**config.mk**
```make
export PLATFORM = sky130hd
export DESIGN_NAME = branch_selector_flat
export DESIGN_NICKNAME = d
export VERILOG_FILES = /design/src/rtl/branch_selector_pkg.sv /design/src/rtl/branch_selector_if.sv /design/src/rtl/btu_fifo.sv /design/src/rtl/branch_selector.sv /design/src/flat_wrapper.sv
export SDC_FILE = /design/constraint.sdc
export NUM_CORES = 1
export LEC_CHECK = 0
export ABC_AREA = 0
export BUFFER_PORTS_ARGS = -buffer_cell sky130_fd_sc_hd__buf_4
export CAP_MARGIN = 5
export CORE_MARGIN = 2
export CORE_UTILIZATION = 40
export CTS_BUF_LIST = sky130_fd_sc_hd__clkbuf_4
export CTS_CLUSTER_DIAMETER = 120
export CTS_CLUSTER_SIZE = 40
export DETAILED_ROUTE_END_ITERATION = 6
export PLACE_DENSITY = 0.71
export SLEW_MARGIN = 0
export SYNTH_ARGS = -nofsm -noshare
export SYNTH_HDL_FRONTEND = slang
export SYNTH_SLANG_ARGS = --single-unit
```
**constraint.sdc**
```tcl
create_clock -name clk -period 15.2 [get_ports clk]
set_input_delay 4.56 -clock clk [delete_from_list [all_inputs] [get_ports clk]]
set_output_delay 4.56 -clock clk [all_outputs]
set_load 0.02 [all_outputs]
```
**src/rtl/branch_selector_pkg.sv**
```systemverilog
// Shared branch types and the wrap-safe sequence-number ordering helper.
package branch_selector_pkg;
  localparam int SQN_W = 7;

  typedef logic [SQN_W-1:0] SqN;

  typedef struct packed {
    logic        taken;
    SqN          sqN;
    logic [31:0] dstPC;
  } BranchProv;

  typedef struct packed {
    logic        valid;
    logic [31:0] src;
    logic [31:0] dst;
    logic        isJump;
  } BTUpdate;

  // a is older than b when the modular distance a-b is negative
  function automatic logic sqn_older(SqN a, SqN b);
    SqN d;
    d = a - b;
    return d[SQN_W-1];
  endfunction
endpackage

```
**src/rtl/branch_selector_if.sv**
```systemverilog
// Port bundle between the branch ports / BTB and the branch selector.
interface branch_selector_if
  import branch_selector_pkg::*;
#(
  parameter int NUM_PORTS = 4
);
  BranchProv   IN_branches  [NUM_PORTS];
  BTUpdate     IN_btUpdates [NUM_PORTS];
  logic        IN_btReady;
  BranchProv   OUT_branch;
  BTUpdate     OUT_btUpdate;
  logic [15:0] OUT_btDropCnt;

  modport master (output IN_branches, IN_btUpdates, IN_btReady,
                  input  OUT_branch, OUT_btUpdate, OUT_btDropCnt);
  modport slave  (input  IN_branches, IN_btUpdates, IN_btReady,
                  output OUT_branch, OUT_btUpdate, OUT_btDropCnt);
endinterface

```
**src/rtl/btu_fifo.sv**
```systemverilog
// Multi-push circular FIFO; pushes fill slots freed by this cycle's pop, excess is reported as drops.
module btu_fifo #(
  parameter int  DEPTH  = 4,
  parameter int  NUM_IN = 4,
  parameter type T      = logic,
  localparam int DW     = $clog2(NUM_IN + 1)
) (
  input  logic              clk,
  input  logic              rst,
  input  logic [NUM_IN-1:0] push_vld_i,
  input  T                  push_data_i [NUM_IN],
  input  logic              pop_i,
  output T                  head_o,
  output logic              empty_o,
  output logic [DW-1:0]     drops_o
);
  localparam int AW = $clog2(DEPTH);
  localparam int PW = AW + 1;
  localparam int CW = AW + 2;

  T                            mem_q [DEPTH];
  logic [PW-1:0]               wptr_q, wptr_d, rptr_q, rptr_d, cnt;
  logic                        pop;
  logic [CW-1:0]               free, acc;
  logic [DW-1:0]               drop;
  logic [NUM_IN-1:0]           wr_en;
  logic [NUM_IN-1:0][AW-1:0]   wr_idx;

  assign empty_o = (wptr_q == rptr_q);
  assign pop     = pop_i && !empty_o;
  assign cnt     = wptr_q - rptr_q;
  assign free    = CW'(DEPTH) - CW'(cnt) + CW'(pop);
  assign head_o  = mem_q[rptr_q[AW-1:0]];
  assign drops_o = drop;

  always_comb begin
    acc    = '0;
    drop   = '0;
    wr_en  = '0;
    wr_idx = '0;
    for (int i = 0; i < NUM_IN; i++) begin
      if (push_vld_i[i]) begin
        if (acc < free) begin
          wr_en[i]  = 1'b1;
          wr_idx[i] = wptr_q[AW-1:0] + acc[AW-1:0];
          acc       = acc + CW'(1);
        end else begin
          drop = drop + DW'(1);
        end
      end
    end
    wptr_d = wptr_q + acc[PW-1:0];
    rptr_d = rptr_q + PW'(pop);
  end

  always_ff @(posedge clk) begin
    if (rst) begin
      wptr_q <= '0;
      rptr_q <= '0;
    end else begin
      wptr_q <= wptr_d;
      rptr_q <= rptr_d;
    end
  end

  always_ff @(posedge clk) begin
    for (int i = 0; i < NUM_IN; i++)
      if (!rst && wr_en[i]) mem_q[wr_idx[i]] <= push_data_i[i];
  end
endmodule

```
**src/rtl/branch_selector.sv**
```systemverilog
// Picks the oldest qualifying redirect across branch ports and queues BTB training updates.
module branch_selector
  import branch_selector_pkg::*;
#(
  parameter int NUM_PORTS = 4,
  parameter int BTU_DEPTH = 4
) (
  input logic               clk,
  input logic               rst,
  branch_selector_if.slave  bus
);
  localparam int DW = $clog2(NUM_PORTS + 1);

  BranchProv         branch_q, branch_d;
  logic [15:0]       drop_cnt_q, drop_cnt_d;
  logic [16:0]       drop_sum;
  logic [NUM_PORTS-1:0] push_vld;
  BTUpdate           push_data [NUM_PORTS];
  BTUpdate           head;
  logic              empty;
  logic [DW-1:0]     drops;

  // branch_d.taken doubles as "a winner has been found so far"
  always_comb begin
    branch_d       = branch_q;
    branch_d.taken = 1'b0;
    for (int i = 0; i < NUM_PORTS; i++) begin
      if (bus.IN_branches[i].taken &&
          (!branch_q.taken || sqn_older(bus.IN_branches[i].sqN, branch_q.sqN)) &&
          (!branch_d.taken || sqn_older(bus.IN_branches[i].sqN, branch_d.sqN)))
        branch_d = bus.IN_branches[i];
    end
  end

  always_comb begin
    for (int i = 0; i < NUM_PORTS; i++) begin
      push_vld[i]  = bus.IN_btUpdates[i].valid;
      push_data[i] = bus.IN_btUpdates[i];
    end
  end

  btu_fifo #(.DEPTH(BTU_DEPTH), .NUM_IN(NUM_PORTS), .T(BTUpdate)) u_fifo (
    .clk         (clk),
    .rst         (rst),
    .push_vld_i  (push_vld),
    .push_data_i (push_data),
    .pop_i       (bus.IN_btReady),
    .head_o      (head),
    .empty_o     (empty),
    .drops_o     (drops)
  );

  assign drop_sum   = {1'b0, drop_cnt_q} + 17'(drops);
  assign drop_cnt_d = drop_sum[16] ? 16'hFFFF : drop_sum[15:0];

  always_ff @(posedge clk) begin
    if (rst) begin
      branch_q   <= '0;
      drop_cnt_q <= '0;
    end else begin
      branch_q   <= branch_d;
      drop_cnt_q <= drop_cnt_d;
    end
  end

  always_comb begin
    bus.OUT_btUpdate       = head;
    bus.OUT_btUpdate.valid = !empty;
  end

  assign bus.OUT_branch    = branch_q;
  assign bus.OUT_btDropCnt = drop_cnt_q;
endmodule

```
**src/flat_wrapper.sv**
```systemverilog
// flat-port wrapper written by rule: the top's interface ports become plain ports
module branch_selector_flat import branch_selector_pkg::*;
#(
  parameter int NUM_PORTS = 4,
  parameter int BTU_DEPTH = 4
)
  (clk, rst, bus_IN_branches, bus_IN_btUpdates, bus_IN_btReady, bus_OUT_branch, bus_OUT_btUpdate, bus_OUT_btDropCnt);
  branch_selector_if #(.NUM_PORTS(NUM_PORTS)) bus_i ();
  input logic clk;
  input logic rst;
  input wire logic [$bits(bus_i.IN_branches)-1:0] bus_IN_branches;
  input wire logic [$bits(bus_i.IN_btUpdates)-1:0] bus_IN_btUpdates;
  input wire logic [$bits(bus_i.IN_btReady)-1:0] bus_IN_btReady;
  output wire logic [$bits(bus_i.OUT_branch)-1:0] bus_OUT_branch;
  output wire logic [$bits(bus_i.OUT_btUpdate)-1:0] bus_OUT_btUpdate;
  output wire logic [$bits(bus_i.OUT_btDropCnt)-1:0] bus_OUT_btDropCnt;
  assign bus_i.IN_branches = {>>{bus_IN_branches}};
  assign bus_i.IN_btUpdates = {>>{bus_IN_btUpdates}};
  assign bus_i.IN_btReady = bus_IN_btReady;
  assign bus_OUT_branch = bus_i.OUT_branch;
  assign bus_OUT_btUpdate = bus_i.OUT_btUpdate;
  assign bus_OUT_btDropCnt = bus_i.OUT_btDropCnt;
  branch_selector #(.NUM_PORTS(NUM_PORTS), .BTU_DEPTH(BTU_DEPTH)) u_core (.clk(clk), .rst(rst), .bus(bus_i));
endmodule
```
==> impl_metrics.py, run 1 <==
metrics = {
    "outcome": {
        "status": "complete, no violations",
    },
    "cells_and_area": {
        "final_nets": 3461,
        "fin_util_pct": 48.79,
        "synthToLayoutAreaGrowth_pct": 21.04,
        "drive_above_1_share_pct": 23.86,
        "design_area_um2": 28040,
    },
    "worst_setup_path": {
        "max_stage_delay_ps": 690,
        "start_kind": "input port",
        "r2r_end": "u_core.bus.OUT_branch[5]$_SDFFE_PP0P_",
        "setup.worst_path.end": "u_core.bus.OUT_branch[5]$_SDFFE_PP0P_",
        "startpoint": "bus_IN_branches[157]",
        "worstSetupPathType": "input port to register",
        "reg2reg_slack_ps": 5940,
        "r2r_start": "u_core.bus.OUT_branch[37]$_SDFF_PP0_",
        "reg2regPathDepth": 33,
        "critPathArrivalTime_ps": 13110,
        "critical_path.slowest_cell": "nand2_1",
        "crit_fanout": 70,
        "end_kind": "register",
        "required_ps": 15880,
    },
    "logic_synthesis": {
        "synthAdderAreaFrac_pct": 3.176,
        "synth.distinct_cells": 70,
        "synth_top_family_by_area": "multiplexers",
        "synth_edf_count": 260,
        "yosysMostFrequentCell": "a21oi_1",
        "synthMuxAreaShare_pct": 19.98,
        "synth_area_um2": 23170,
        "postSynthRegisterBits": 322,
        "yosysTopAreaCellShare_pct": 33.70,
        "synth_xor_area_share_pct": 1.744,
        "synth_commonest_cells": "394 x a21oi_1, 358 x nor2_1, 334 x nand2_1, 311 x mux2i_1, 278 x o21ai_0",
        "synthArstFlopShare_pct": 0,
        "synthFlopType": "edfxtp_1",
        "yosysSeqAreaShare_pct": 39.06,
        "ys_warn_count": 0,
        "netlist_top_cells_area": "edfxtp_1 34%, mux2i_1 13%, a21oi_1 8.5%",
        "yosys.area.top_type": "edfxtp_1",
        "yosys.area_share.simple_pct": 13.73,
        "postSynthAreaPerCell_um2": 8.966,
        "synth_nets": 3068,
        "netlist_instances": 2584,
        "synth_compound_area_share_pct": 18.39,
    },
    "die": {
        "dieWidth_um": 244.7,
        "ios": 549,
        "core_um2": 57480,
        "die_y_um": 244.7,
        "start_util_pct": 40.31,
        "dieArea_um2": 59860,
        "rows": 88,
    },
    "timing": {
        "finalSetupTns_ps": 0,
        "setup-violations-final": 0,
        "clock_skew_ps": 115.0,
        "fin_crit_ps": 12430,
        "hold_violations": 0,
        "hold_slack_ps": 577.1,
        "drv_slew": 0,
        "slew_headroom_pct": 22.04,
        "grt_setup_unrepaired": "no",
        "fin_crit_sh_pct": 81.75,
        "worstMarginPinSlew_ps": 1167,
        "max_freq_mhz": 80.48,
    },
    "clock_network": {
        "path_clk_slew_ps": 300,
        "clock_sinks": 322,
        "cts_buffer_depth": 3,
        "cts_tree": "done",
        "clockRootBuffer": "clkbuf_4",
        "cts_setup_buffers": 0,
        "clk_latency_ps": 860,
        "cts_buffers": 14,
        "cts_htree_levels": 1,
        "cts_resized": 0,
        "cts_hold_buffers": 0,
    },
    "place": {
        "hpwlAfterDp_mm": 54.64,
        "placed_area_um2": 27810,
        "gp_congestion": 0.9234,
        "port_buffers": 548,
    },
    "route": {
        "dr.pass1.iters": 6,
        "wl_mm": 81.62,
        "antenna_left": 0,
        "num_vias": 20940,
        "first_iter_violations": 1568,
        "wl_per_cell_um": 21.74,
        "drc": 0,
        "vias_per_cell": 5.577,
    },
    "global_routing": {
        "grt_max_degree": 89,
        "grt_usage_pct": 26.11,
        "grt_pass1_wl_mm": 120.2,
        "grt_pass1_vias": 19490,
        "antenna_found_initial": 5,
        "grt_overflow": 0,
    },
    "hold_path": {
        "hold_start": "u_core.bus.OUT_btDropCnt[12]$_SDFF_PP0_",
        "hold_class": "register to register",
    },
    "flow_run": {
        "max_cap_viol_count": 0,
    },
    "power": {
        "p_leak_nw": 12.30,
        "power_density_nw_per_um2": 232.3,
        "max-vdd-ir-drop_uv": 224.2,
    },
}
flip-flops by register name (all words and copies together), names as in the netlist:
name,count
u_core.bus.OUT_btDropCnt,16
u_core.u_fifo.wptr_q,3
u_core.bus.OUT_branch,40
u_core.u_fifo.mem_q,260
u_core.u_fifo.rptr_q,3
through the flow:
| stage | std cells | total power [mW] | setup slack (ps) |
|---|---|---|---|
| after floorplan | 2584 | 4.733 | 3171 |
| after global placement | 3726 | 6.111 | 2167 |
| after detailed placement | 3726 | 6.197 | 2082 |
| after CTS | 3749 | 6.553 | 3010 |
| after global routing | 3751 | 6.983 | 2157 |
| final | 3754 | 6.514 | 2774 |
how the worst min path moves through the flow:
stage | endpoint | cells past startpoint
floorplan | u_core.u_fifo.rptr_q[2]$_SDFF_PP0_ | 2
CTS | u_core.bus.OUT_btDropCnt[12]$_SDFF_PP0_ | 2
detailed placement | u_core.bus.OUT_btDropCnt[12]$_SDFF_PP0_ | 3
global placement | u_core.bus.OUT_btDropCnt[14]$_SDFF_PP0_ | 2
finish | u_core.bus.OUT_btDropCnt[12]$_SDFF_PP0_ | 2
global route | u_core.u_fifo.rptr_q[2]$_SDFF_PP0_ | 2
cell families after synthesis:
| logic type | Yosys count |
|---|---|
| compound gates | 767 |
| fa+ha+maj | 57 |
| simple gates | 785 |
| mux | 380 |
| buf+inv | 231 |
| flops | 322 |
| xor+xnor | 42 |
cell type report:
type                            instances  area (um^2)
Fill cell                            5509        29430
Multi-Input combinational cell       2031        13340
Sequential cell                       322         9056
Timing Repair Buffer                  580         4354
Tap cell                              765        957.2
Clock buffer                           17        127.6
Inverter                               28        105.1
Clock inverter                          6        93.84
Antenna cell                            5        12.51
metal layers:
| metal | wire, um | GRT usage, % |
|---|---|---|
| met1 | 32600 | 32.66 |
| met2 | 39950 | 45.63 |
| met3 | 6617 | 4.898 |
| met5 | 41 | 0 |
| met4 | 2414 | 7.909 |
critical path, delay by kind of cell:
family	cells	cell delay, ps
compound gates	13	3430
xor+xnor	1	230
fa+ha+maj	4	1170
buf+inv	2	730
mux	4	1050
simple gates	9	1900
report_power, final:
group / internal (mW) / total (mW) / switching [mW]
combinational: 1.46 / 4.17 / 2.71
clock: 0.0658 / 0.365 / 0.300
sequential: 1.82 / 1.98 / 0.159
placed cells by master, fill, tap and decap left out, drive strengths merged, types with 3 or more instances in the layout:
cell     count
ha          54
o2111ai      3
nand4b       3
nand4        4
nand2b      10
or2          5
a21o         7
nor4         6
nor3         6
dfxtp       62
inv         31
edfxtp     260
mux4        65
nand2      334
o211ai       4
xor2        18
nor2b       12
fa           3
xnor2       23
and2        13
a211oi      13
mux2i      311
o221a       33
and3         3
o22ai        5
mux2         4
clkinv       3
buf        580
diode        5
o21a         6
o21ai      284
a21oi      396
or3          6
nand3       18
clkbuf      17
nor2       358
Note: power is estimated with default switching activity, not from simulation.
==> run 2, diff against run 1 <==
==> constraint.sdc (replaced) <==
create_clock -name clk -period 12.7 [get_ports clk]
set_input_delay 3.81 -clock clk [delete_from_list [all_inputs] [get_ports clk]]
set_output_delay 3.81 -clock clk [all_outputs]
set_load 0.02 [all_outputs]
==> run 2 against run 1 <==
Wire length is 0.91% lower. Sequential cell count stayed put. Sequential power is 20% higher. Clock power is 19% higher. Design area hardly changed. Setup slack worse by 1300 ps. Critical path depth stayed put. Via count is 0.69% lower. Cell count is 0.11% lower. Total power is 19% higher.
==> impl_metrics.py, run 2 (synthesis gave the netlist of run 1 again) <==
metrics = {
    "route": {
        "first_iter_violations": 1307,
        "num_vias": 20790,
        "antenna_left": 0,
        "dr.pass1.iters": 5,
        "vias_per_cell": 5.545,
        "wl_per_cell_um": 21.57,
        "wl_mm": 80.88,
        "drc": 0,
    },
    "worst_setup_path": {
        "required_ps": 13480,
        "r2r_start": "u_core.bus.OUT_branch[34]$_SDFF_PP0_",
        "worstSetupPathType": "input port to register",
        "end_kind": "register",
        "max_stage_delay_ps": 710,
        "reg2reg_slack_ps": 3780,
        "r2r_end": "u_core.bus.OUT_branch[13]$_SDFFE_PP0P_",
        "start_kind": "input port",
        "reg2regPathDepth": 33,
        "critical_path.slowest_cell": "o21ai_4",
        "critPathArrivalTime_ps": 11990,
        "crit_fanout": 71,
    },
    "cells_and_area": {
        "multi_input_area_um2": 13340,
        "synthToLayoutAreaGrowth_pct": 20.93,
        "regArea_um2": 9056,
        "final_nets": 3459,
        "largest_register_ffs": 260,
        "final_common_cell": "buf_4",
        "design_area_um2": 28020,
        "drive_above_1_share_pct": 23.73,
        "fillers": 5484,
        "layout_common_cells": "579 x buf_4, 394 x a21oi_1, 356 x nor2_1",
    },
    "global_routing": {
        "grt_max_degree": 87,
        "antenna_found_initial": 11,
        "grt_pass1_vias": 19680,
        "grt_pass1_wl_mm": 120.1,
        "grt_usage_pct": 25.89,
        "grt_overflow": 0,
    },
    "flow_run": {
        "max_cap_viol_count": 0,
    },
    "die": {
        "die_y_um": 244.7,
        "dieArea_um2": 59860,
        "dieWidth_um": 244.7,
        "rows": 88,
        "start_util_pct": 40.31,
        "core_um2": 57480,
        "ios": 549,
    },
    "power": {
        "max-vdd-ir-drop_uv": 281.1,
        "power_density_nw_per_um2": 277.0,
        "p_leak_nw": 12.28,
    },
    "clock_network": {
        "clockRootBuffer": "clkbuf_4",
        "cts_tree": "done",
        "cts_htree_levels": 1,
        "clock_sinks": 322,
        "cts_buffers": 13,
        "cts_buffer_depth": 3,
        "cts_resized": 0,
        "clk_latency_ps": 860,
        "path_clk_slew_ps": 410,
        "cts_hold_buffers": 0,
        "cts_setup_buffers": 0,
    },
    "timing": {
        "slew_headroom_pct": 26.04,
        "finalSetupTns_ps": 0,
        "setup_ws_ps": 1491,
        "setup-violations-final": 0,
        "worstMarginPinSlew_ps": 1109,
        "fin_crit_sh_pct": 88.26,
        "fin_crit_ps": 11210,
        "max_freq_mhz": 89.22,
        "grt_setup_unrepaired": "no",
        "hold_violations": 0,
        "clock_skew_ps": 66.53,
        "drv_slew": 0,
    },
    "outcome": {
        "status": "complete, no violations",
    },
    "place": {
        "hpwlAfterDp_mm": 54.38,
        "placed_area_um2": 27800,
        "post-place-ws_ps": 677.7,
        "port_buffers": 548,
        "gp_congestion": 0.9225,
    },
    "hold_path": {
        "hold_path_end": "u_core.bus.OUT_btDropCnt[15]$_SDFF_PP0_",
        "hold_depth": 2,
        "hold_class": "register to register",
        "hold_start": "u_core.bus.OUT_btDropCnt[15]$_SDFF_PP0_",
    },
}
[run 2: cell count changes in the layout (fill, tap and decap cells not counted), sizes merged]
cell    change
clkbuf      -3
buf         -1
clkinv      -1
diode       +1
[run 2: area by class of cell]
cell class / count / area share, %
multi-input combinational: 2031 / 47.60
sequential: 322 / 32.33
timing repair buffer: 579 / 15.52
tap: 765 / 3.417
clock buffer: 14 / 0.3752
inverter: 28 / 0.3752
clock inverter: 5 / 0.3394
antenna: 6 / 0.05359
[run 2: worst max-delay path: cells and delay by family]
family          cells  cell delay, ps
compound gates     14            3870
simple gates        8            1190
fa+ha+maj           4            1180
mux                 4             990
buf+inv             2             730
xor+xnor            1             200
[run 2: worst max path at each step]
stage | from | endpoint | slack, ps | cells past startpoint
floorplan | bus_IN_branches[157] | u_core.bus.OUT_branch[0]$_SDFFE_PP0P_ | 1420 | 38
global placement | bus_IN_branches[157] | u_core.bus.OUT_branch[3]$_SDFFE_PP0P_ | 830 | 32
detailed placement | bus_IN_branches[157] | u_core.bus.OUT_branch[6]$_SDFFE_PP0P_ | 680 | 33
CTS | bus_IN_branches[157] | u_core.bus.OUT_branch[13]$_SDFFE_PP0P_ | 1630 | 33
global route | bus_IN_branches[157] | u_core.bus.OUT_branch[13]$_SDFFE_PP0P_ | 930 | 37
finish | bus_IN_branches[157] | u_core.bus.OUT_branch[13]$_SDFFE_PP0P_ | 1490 | 33
[run 2: routing by layer]
metal | up-vias | track usage, % | part of all wire (%)
met5 | - | 0 | 0.085
met4 | 10 | 7.909 | 3.1
met3 | 114 | 5.707 | 8.3
met2 | 802 | 45.09 | 49
met1 | 9719 | 31.91 | 39
li1 | 10150 | - | -
[run 2: where the power goes]
group	internal (mW)	switching (mW)	leakage (nW)
combinational	1.75	3.21	9.24
sequential	2.17	0.198	2.93
clock	0.0715	0.362	0.107
[run 2: through the flow]
stage | std cells | util (%) | hold WS [ps] | power (mW)
5_1_grt | 3749 | 48.74 | 586.2 | 8.320
4_1_cts | 3744 | 48.72 | 567.6 | 7.805
2_1_floorplan | 2584 | - | 526.1 | 5.665
6_report | 3750 | 48.74 | 573.8 | 7.760
3_5_place_dp | 3725 | 48.37 | 543.7 | 7.386
3_3_place_gp | 3725 | 48.37 | 536.9 | 7.303
